<file path="src/rtl/apb_slave_bank.sv">
// APB target with scratch RF, down-counting timer and data FIFO; `APB_SEL_CHECK_EN adds sel_err.
// Latency: prdata registered at the read SETUP edge; writes and pops commit at the ACCESS edge.
// Backpressure: none, zero wait states; FIFO drops pushes when full and flags sticky errors.
module apb_slave_bank #(
  parameter int unsigned RF_WORDS   = 16,
  parameter int unsigned FIFO_DEPTH = 8,
  parameter logic [31:0] RD_DEFAULT = 32'h0000_0000
) (
  input  logic        hclk,
  input  logic        hreset,
  input  logic [2:0]  pselx,
  input  logic        penable,
  input  logic        pwrite,
  input  logic [31:0] paddr,
  input  logic [31:0] pwdata,
  output logic [31:0] prdata,
  output logic        timer_irq,
  output logic        fifo_full,
`ifdef APB_SEL_CHECK_EN
  output logic        sel_err,
`endif
  output logic        fifo_empty
);
  localparam int AW = $clog2(FIFO_DEPTH);
  localparam int CW = AW + 1;

  logic       psel, setup, setup_q, access, wr_en, rd_setup, rd_access;
  logic       sel_ok, sel_rf, sel_tm, sel_ff;
  logic [3:0] idx;
  logic       unused_addr;

  assign psel        = |pselx;
  assign idx         = paddr[5:2];
  assign unused_addr = ^{paddr[31:6], paddr[1:0]};

`ifdef APB_SEL_CHECK_EN
  assign sel_ok = (pselx & (pselx - 3'd1)) == 3'd0;
`else
  assign sel_ok = 1'b1;
`endif
  assign sel_rf = sel_ok & pselx[0];
  assign sel_tm = sel_ok & pselx[1] & ~pselx[0];
  assign sel_ff = sel_ok & pselx[2] & ~|pselx[1:0];

  // ACCESS only counts when the previous cycle was a SETUP.
  assign setup     = psel & ~penable;
  assign access    = psel & penable & setup_q;
  assign wr_en     = access & pwrite;
  assign rd_setup  = setup & ~pwrite;
  assign rd_access = access & ~pwrite;

  always_ff @(posedge hclk) begin
    if (hreset) setup_q <= 1'b0;
    else        setup_q <= setup;
  end

`ifdef APB_SEL_CHECK_EN
  always_ff @(posedge hclk) begin
    if (hreset)              sel_err <= 1'b0;
    else if (psel && !sel_ok) sel_err <= 1'b1;
  end
`endif

  logic [31:0] rf [RF_WORDS];
  logic        rf_hit;
  assign rf_hit = sel_rf & ({1'b0, idx} < 5'(RF_WORDS));

  always_ff @(posedge hclk) begin
    if (hreset) begin
      for (int i = 0; i < RF_WORDS; i++) rf[i] <= '0;
    end else if (wr_en && rf_hit) begin
      rf[idx] <= pwdata;
    end
  end

  logic [2:0]  tm_ctrl;
  logic [31:0] tm_load, tm_count;
  logic        tm_expired, tm_wr_ctrl, tm_wr_load, tm_wr_stat;
  assign tm_wr_ctrl = wr_en & sel_tm & (idx == 4'd0);
  assign tm_wr_load = wr_en & sel_tm & (idx == 4'd1);
  assign tm_wr_stat = wr_en & sel_tm & (idx == 4'd3);
  assign timer_irq  = tm_expired & tm_ctrl[2];

  // Later assignments win: expiry beats W1C, register writes beat the tick.
  always_ff @(posedge hclk) begin
    if (hreset) begin
      tm_ctrl    <= '0;
      tm_load    <= '0;
      tm_count   <= '0;
      tm_expired <= 1'b0;
    end else begin
      if (tm_wr_stat && pwdata[0]) tm_expired <= 1'b0;
      if (tm_ctrl[0]) begin
        if (tm_count != '0) begin
          tm_count <= tm_count - 32'd1;
        end else begin
          tm_expired <= 1'b1;
          if (tm_ctrl[1]) tm_count   <= tm_load;
          else            tm_ctrl[0] <= 1'b0;
        end
      end
      if (tm_wr_ctrl) tm_ctrl <= pwdata[2:0];
      if (tm_wr_load) begin
        tm_load  <= pwdata;
        tm_count <= pwdata;
      end
    end
  end

  logic [31:0]   ff_mem [FIFO_DEPTH];
  logic [AW-1:0] ff_wp, ff_rp;
  logic [CW-1:0] ff_cnt, ff_cnt_nxt;
  logic [3:0]    ff_cnt4;
  logic          ff_ovf, ff_udf, ff_push, ff_pop, ff_clr, do_push, do_pop;
  assign ff_push = wr_en & sel_ff & (idx == 4'd0);
  assign ff_pop  = rd_access & sel_ff & (idx == 4'd0);
  assign ff_clr  = wr_en & sel_ff & (idx == 4'd1);
  assign do_push = ff_push & ~fifo_full;
  assign do_pop  = ff_pop & ~fifo_empty;
  assign ff_cnt4 = 4'(ff_cnt);

  always_comb begin
    ff_cnt_nxt = ff_cnt;
    if (do_push)     ff_cnt_nxt = ff_cnt + CW'(1);
    else if (do_pop) ff_cnt_nxt = ff_cnt - CW'(1);
  end

  always_ff @(posedge hclk) begin
    if (do_push && !hreset) ff_mem[ff_wp] <= pwdata;
  end

  always_ff @(posedge hclk) begin
    if (hreset) begin
      ff_wp      <= '0;
      ff_rp      <= '0;
      ff_cnt     <= '0;
      ff_ovf     <= 1'b0;
      ff_udf     <= 1'b0;
      fifo_full  <= 1'b0;
      fifo_empty <= 1'b1;
    end else begin
      if (do_push) ff_wp <= ff_wp + AW'(1);
      if (do_pop)  ff_rp <= ff_rp + AW'(1);
      ff_cnt     <= ff_cnt_nxt;
      fifo_full  <= (ff_cnt_nxt == CW'(FIFO_DEPTH));
      fifo_empty <= (ff_cnt_nxt == '0);
      if (ff_clr) begin
        ff_ovf <= 1'b0;
        ff_udf <= 1'b0;
      end
      if (ff_push && fifo_full)  ff_ovf <= 1'b1;
      if (ff_pop  && fifo_empty) ff_udf <= 1'b1;
    end
  end

  logic [31:0] rd_mux;
  always_comb begin
    rd_mux = RD_DEFAULT;
    if (rf_hit) begin
      rd_mux = rf[idx];
    end else if (sel_tm) begin
      case (idx)
        4'd0:    rd_mux = {29'h0, tm_ctrl};
        4'd1:    rd_mux = tm_load;
        4'd2:    rd_mux = tm_count;
        4'd3:    rd_mux = {31'h0, tm_expired};
        default: rd_mux = RD_DEFAULT;
      endcase
    end else if (sel_ff) begin
      case (idx)
        4'd0:    rd_mux = fifo_empty ? 32'h0 : ff_mem[ff_rp];
        4'd1:    rd_mux = {24'h0, ff_cnt4, ff_udf, ff_ovf, fifo_full, fifo_empty};
        default: rd_mux = RD_DEFAULT;
      endcase
    end
  end

  always_ff @(posedge hclk) begin
    if (hreset)        prdata <= '0;
    else if (rd_setup) prdata <= rd_mux;
  end

endmodule

</file>
<file path="config.mk">
export PLATFORM = sky130hd
export DESIGN_NAME = apb_slave_bank
export DESIGN_NICKNAME = d
export VERILOG_FILES = /design/src/rtl/apb_slave_bank.sv
export SDC_FILE = /design/constraint.sdc
export NUM_CORES = 1
export LEC_CHECK = 0
export CAP_MARGIN = 15
export CORE_AREA = 2 2 266 268
export CTS_CLUSTER_DIAMETER = 100
export DETAILED_ROUTE_END_ITERATION = 16
export DIE_AREA = 0 0 268 270
export PLACE_DENSITY = 0.78
export SLEW_MARGIN = 10
export SYNTH_ARGS = -nofsm -noshare
export SYNTH_HDL_FRONTEND = slang
export SYNTH_SLANG_ARGS = --single-unit
</file>
<file path="constraint.sdc">
create_clock -name hclk -period 7.7 [get_ports hclk]
set_clock_uncertainty 0.1 [all_clocks]
set_input_delay 1.54 -clock hclk [delete_from_list [all_inputs] [get_ports hclk]]
set_output_delay 1.54 -clock hclk [all_outputs]
set_load 0.01 [all_outputs]
</file>
==> metrics.md, run 1 <==
| Metric | Value |
|---|---|
| Post-Syn Area | `38700 um2` |
| Max Freq | `0.181 GHz` |
| Total of max-cap violations | `0` |
| Share of power burned in the clock network | `41.9%` |
| Drt first pass iters | `5` |
| Internal power | `slightly below 8 mW` |
| Syn Nets | `2634` |
| Sum of routed wire length over all layers | `101000 um` |
| Post-cts gate resize count | `0` |
| Synth Instances | `2557` |
| Congestion Overflow GR | `0` |
| # nets final | `2636` |
| Fraction of the mapped netlist area in simple logic gates | `12.5%` |
| Switching share of power | `21.1%` |
| Leak Pwr | `~15 nW` |
| Worst slew margin relative to its limit | `17.6%` |
| Detailed placement HPWL | `57700 um` |
| Top post-synthesis cells by area | `edfxtp_1 60%, mux4_2 13%, and2_1 6.8%` |
| CTS root buffer | `clkbuf_16` |
| Number of global-route vias before repair | `around 23000` |
| Signal arrival time at the worst endpoint | `about 5700 ps` |
| Die area | `approximately 72000 um2` |
| Area fraction of the dominant cell type after synthesis | `59.6%` |
| Unrepaired setup endpoints after global routing | `false` |
| Top Metal Used | `met4` |
| Number of buffers added by the clock tree synthesis step | `85` |
| P&R area growth vs syn | `11.9%` |
| Number of remaining DRC errors | `0` |
| Part of the total power dissipated in combinational logic | `5.1%` |
| Type of the most critical hold path | `reg -> reg` |
| Total negative setup slack | `0 ps` |
| Synthesized area per cell | `~15 um2` |
| # IOs | `106` |
| Relative contribution of sequential cells to total power | `53.0%` |
| Register bit total from synthesis | `886` |
| Total track usage | `between 20% and 30%` |
| Peak supply drop | `0.179 mV` |
| Syn. warnings | `0` |
| Number of vias per cell after detailed routing | `between 6 and 7` |
| Share of flip-flops with an asynchronous set or reset after synthesis | `0%` |
| Post-CTS Repair Setup Buffers | `0` |
| Data required, critical path | `between 7000 and 8000 ps` |
| Final hold violation count | `0` |
| TritonCTS clock tree | `done` |
| Number of rows created at floorplan | `between 90 and 100` |
| Slew at the pin closest to its max-slew limit | `1230 ps` |
| Overall die height | `roughly 270 um` |
| Biggest area consumer among synthesized cells | `edfxtp_1` |
| Worst Setup Slack post-DPL | `between 1500 and 2000 ps` |
| Post-route ant nets | `0` |
| Final GP Congestion | `0.922` |
| Combinational family with the most area after synthesis | `multiplexers` |
| Compound-gate portion of the synthesized area | `4.61%` |
| Dominant synthesized flop cell | `edfxtp_1` |
| Floorplan core area | `69500 um2` |
| Yosys cell types | `61` |
| Clock transition at the register clock pins on the worst setup and hold paths after CTS | `~70 ps` |
| CP Class | `in -> reg` |
| Largest net degree at the start of global routing | `85` |
| Die boundary width | `between 200 and 300 um` |
| Synthesized-area fraction occupied by xor and xnor cells | `less than 1%` |
| Sink count of the clock tree | `886` |
| Finish-stage setup viols | `0` |
| Critical path startpoint category | `primary input` |
| Wire length of the first global-routing pass | `149000 um` |
| Later-pin clock latency in the skew report | `640 ps` |
| Max Transition Viols Final | `0` |
| Top fanout value on the critical path | `39` |
| Met3 routed wirelength | `between 9000 and 10000 um` |
| Power dissipated by switching net loads | `2.12 mW` |
| Clock Path Buffers | `3` |
| Mux cell area share after synthesis | `14.0%` |
| Routed met1 length | `37200 um` |
| Overall via count from detail_route | `23431` |
| Number of buffers inserted by port buffering | `77` |
| Sort of element at the end of the critical path | `flop` |
| Synthesized-area fraction occupied by adder cells | `0.194%` |
| Non-Filler Instances | `3567` |
| Final hold slack | `between 300 and 400 ps` |
| Result of the run | `finished, final reports clean` |
| Number of hold buffers added after cts | `0` |
| Share of post-route cells with drive strength above 1 | `18.6%` |
| DR iter-0 viols | `3026` |
| Worst Setup Slack, final | `2190 ps` |
| Final clock period utilization by the worst path | `71.6%` |
| Total number of H-tree levels | `3` |
| Post-Place Cells | `~3400` |
| EDFF count, synth | `768` |
| Post-layout power | `around 10 mW` |
| Initial core utilization | `around 56%` |
| Portion of the post-synthesis area used by sequential elements | `between 60 and 70%` |
| Post-route minimum period | `5510 ps` |
| Pwr dens | `roughly 230 nW/um2` |
| WL/cell | `28.2 um` |
| Length of routed met2 wiring | `50400 um` |
| Antenna violations before repair | `2` |
[worst max-delay path: stages]
cell	delay, ps
clkdlybuf4s50_1	620
and3_1	410
and3_2	690
nand3b_1	570
nor3_2	250
buf_4	480
or2_2	1030
[Yosys cell counts (7+ instances only)]
cell,number
and3_1,110
a221o_1,18
o21ai_0,49
xnor2_1,16
nand3_1,34
a21oi_1,102
and2_1,419
buf_1,34
a22oi_1,34
xor2_1,14
buf_2,11
nor3_1,55
nand4_1,10
nand2_1,117
clkbuf_1,176
mux2_2,26
nand2b_1,7
mux4_2,217
nor4_1,14
o22ai_1,32
inv_1,8
edfxtp_1,768
nor2_1,57
dfxtp_1,118
a211oi_1,8
mux2i_1,23
[placed cells by master (no fill, tap or decap), drive strengths merged, types with 4 or more instances in the layout]
master and n:
a21oi 102, or4 6, clkdlybuf4s50 72, mux2 26, nand3b 6, nor3 56, dfxtp 118, xor2 14
clkinv 31, edfxtp 768, xnor2 16, inv 8, bufinv 9, o21ai 50, o22ai 32, nor4 14
or3 6, a31oi 4, a211oi 8, a221o 18, nand2b 7, nor2 57, buf 67, clkbuf 112
nand2 117, and2 420, or2 5, o221ai 6, ha 6, mux4 217, a22oi 34, and3 110
nand3 34, nand4 10, mux2i 23
[path summary, 6_finish.rpt]
kind	startpoint	end	slack (ps)	depth (start not counted)
setup / recovery	penable	rf[4][5]	2190	7
hold reg to reg	tm_load[25]	tm_load[25]	370	2
hold / removal	tm_load[25]	tm_load[25]	370	2
setup reg to reg	setup_q	rf[4][5]	3440	6
[routing by layer]
layer  up-vias  track usage, %
met4         0            9.79
met3       211            4.27
li1       9793               -
met2      1457            46.8
met5         -               0
met1     11970            37.7
[kinds of logic after synthesis]
kind of cell / Yosys count
AOI/OAI and AO/OA: 282
xor gates and xnor gates: 30
buffers and inverters: 232
and+or+nand+nor: 855
muxes: 266
adders and majority gates: 6
DFF: 886
[power by group through the flow]
stage	combinational, mW	clock [mW]	sequential, mW
finish	0.511	4.21	5.32
global route	0.534	4.42	5.32
CTS	0.506	4.23	5.32
detailed placement	0.503	0	5.42
global placement	0.492	0	5.41
floorplan	0.271	0	5.41
[sequential cells by signal, indices dropped and copies added (netlist names), named ones only]
register	cells
rf	512
ff_mem	256
prdata	32
tm_count	32
tm_load	32
ff_cnt	4
ff_rp	3
ff_wp	3
tm_ctrl	3
ff_ovf	1
ff_udf	1
fifo_empty	1
fifo_full	1
setup_q	1
tm_expired	1
[final cells by class]
| type | count | area, um2 |
|---|---|---|
| fillers | 4784 | 26200 |
| repair buffers | 139 | 1270 |
| well taps | 940 | 1180 |
| clock inverters | 42 | 420 |
| multi-input cells | 1439 | 12600 |
| inverters | 8 | 30.0 |
| flip-flops and latches | 886 | 25400 |
| diodes | 1 | 2.50 |
| clock buffers | 112 | 2370 |
[stage by stage]
stage	util (%)	area (um2)
after global routing	62.3	43300
after CTS	62.2	43300
after floorplan	-	38700
after detailed placement	58.2	40500
final	62.3	43300
after global placement	58.2	40500
Power figures use the tool's default switching activity.
==> run 2: changes to the inputs <==
Settings changed: PLACE_DENSITY 0.78 to 0.81.
Clock period 7.7 ns to 5 ns, I/O delays scaled along.
==> metrics.md, run 2 (same netlist as run 1, synthesis figures left out) <==
| Metric | Value |
|---|---|
| Number of buffers inserted by port buffering | `77 (unchanged)` |
| Antenna violations before repair | `2 (unchanged)` |
| Number of rows created at floorplan | `97 (unchanged)` |
| Initial core utilization | `55.7% (unchanged)` |
| Placed cell areas | `40900 um2 (+1.1%)` |
| Number of global-route vias before repair | `23885 (+1.9%)` |
| Overall die height | `270 um (unchanged)` |
| DR iter-0 viols | `3227 (+6.6%)` |
| WL/cell | `28.0 um (-0.65%)` |
| CTS root buffer | `clkbuf_16` |
| Regs by FF count | `rf (512), ff_mem (256)` |
| # nets final | `2672 (+1.4%)` |
| Sort of element at the end of the critical path | `flop` |
| Total number of H-tree levels | `3 (unchanged)` |
| Unrepaired setup endpoints after global routing | `false` |
| Clock transition at the register clock pins on the worst setup and hold paths after CTS | `60 ps (about the same)` |
| Wire length of the first global-routing pass | `150000 um (+0.81%)` |
| Leak Pwr | `15.4 nW (+1.2%)` |
| Pwr dens | `352 nW/um2 (+52%)` |
| Combined area of the multi-input logic cells | `12600 um2 (about the same)` |
| Die boundary width | `268 um (unchanged)` |
| Met3 routed wirelength | `9290 um (-5.5%)` |
| Post-CTS Repair Setup Buffers | `0 (unchanged)` |
| Final hold violation count | `0 (unchanged)` |
| Drt first pass iters | `6 (+1)` |
| Leading cell type in the layout, fill and taps excluded | `edfxtp_1` |
| Signal arrival time at the worst endpoint | `3870 ps (-1790 ps)` |
| Floorplan core area | `69500 um2 (unchanged)` |
| Detailed placement HPWL | `62000 um (+7.6%)` |
| Most used cells in the layout excluding fill and tap cells | `768 x edfxtp_1, 419 x and2_1, 217 x mux4_2, 115 x dfxtp_1, 114 x nand2_1` |
| Final GP Congestion | `0.953 (+3.3%)` |
| Total track usage | `28.0% (about the same)` |
| Largest net degree at the start of global routing | `63 (-26%)` |
| Total of max-cap violations | `0 (unchanged)` |
| Result of the run | `finished, final reports clean` |
| Number of vias per cell after detailed routing | `6.60 (+0.41%)` |
| Later-pin clock latency in the skew report | `630 ps (about the same)` |
| Worst slew margin relative to its limit | `22.8% (+5.2 points)` |
| Total negative setup slack | `0 ps (unchanged)` |
| Routed met1 length | `36500 um (-1.9%)` |
| Overall via count from detail_route | `23778 (+1.5%)` |
| Design Area, Final | `43700 um2 (+0.86%)` |
| Layout Utilization | `62.8% (+0.53 points)` |
| Share of post-route cells with drive strength above 1 | `19.7% (+1.1 points)` |
| Final clock period utilization by the worst path | `~73%` |
| Type of the most critical hold path | `reg -> reg` |
| Slew at the pin closest to its max-slew limit | `1150 ps (-78.9 ps)` |
| Length of routed met2 wiring | `50600 um (+0.53%)` |
| Finish-stage setup viols | `0 (unchanged)` |
| Congestion Overflow GR | `0 (unchanged)` |
| Largest register by flop count | `rf` |
| Number of flip-flops under the largest register name | `512 (unchanged)` |
| Number of hold buffers added after cts | `0 (unchanged)` |
| Critical path startpoint category | `primary input` |
| TritonCTS clock tree | `done` |
| Die area | `72400 um2 (unchanged)` |
| Max Transition Viols Final | `0 (unchanged)` |
| Top fanout value on the critical path | `18 (-54%)` |
| Clock Path Buffers | `3 (unchanged)` |
| Peak supply drop | `0.248 mV (+38%)` |
| Post-route ant nets | `0 (unchanged)` |
| Sink count of the clock tree | `886 (unchanged)` |
| Post-cts gate resize count | `0 (unchanged)` |
| CP Class | `in -> reg` |
| Data required, critical path | `5220 ps (-2620 ps)` |
| Max Freq | `0.274 GHz` |
| Number of remaining DRC errors | `0 (unchanged)` |
| Filler Cells Inserted | `4653 (-2.7%)` |
| Post-route minimum period | `3650 ps` |
| Area taken by flip-flops and latches | `25400 um2 (unchanged)` |
| Post-layout power | `15.4 mW (+53%)` |
| P&R area growth vs syn | `12.9%` |
| Sum of routed wire length over all layers | `101000 um (+0.41%)` |
| Number of buffers added by the clock tree synthesis step | `84 (-1.2%)` |
| Top Metal Used | `met5` |
| # IOs | `106 (unchanged)` |
run 2: changes by cell type in the layout (fill, tap and decap cells not counted), moves of 3 or more:
| cell | change |
|---|---|
| buf_4 | +26 |
| clkinv_2 | -4 |
| buf_12 | +10 |
| clkinvlp_4 | +3 |
run 2: final timing paths:
kind	slack, ps	cells after the start	start	end
setup / recovery	1350	6	penable	rf[14][3]
hold / removal	370	2	tm_load[9]	tm_load[9]
setup reg to reg	1650	6	tm_count[7]	tm_count[29]
hold reg to reg	370	2	tm_load[9]	tm_load[9]
run 2: layout make-up:
cell class	count	area share, %
Antenna cell	1	0.00573
Clock buffer	112	5.33
Clock inverter	43	0.965
Inverter	8	0.0687
Multi-Input combinational cell	1439	28.9
Sequential cell	886	58.2
Tap cell	940	2.69
Timing Repair Buffer	176	3.84
run 2: power breakdown:
group / switching (mW) / total (mW) / internal [mW]
clock network: 2.76 / 6.41 / 3.65
registers: 0.0543 / 8.19 / 8.13
logic: 0.519 / 0.808 / 0.290
total: 3.33 / 15.4 / 12.1
run 2: through the flow:
stage | cells | hold slack (ps) | setup slack [ps]
finish | 3605 | 372 | 1350
global route | 3605 | 398 | 1220
CTS | 3603 | 370 | 1440
detailed placement | 3448 | 361 | 794
global placement | 3448 | 357 | 891
floorplan | 2557 | 344 | 43.9
run 2: routing by layer:
metal	global-route usage (%)	vias to the layer above
li1	-	9867
met2	46.7	1517
met4	11.9	2
met5	0	-
met1	36.6	12104
met3	4.53	288
run 2: critical path, cell delays in order:
cell,delay [ps]
clkdlybuf4s50_1,610
and3_1,460
and3_2,340
nand3_1,400
o21ai_4,760
buf_12,270
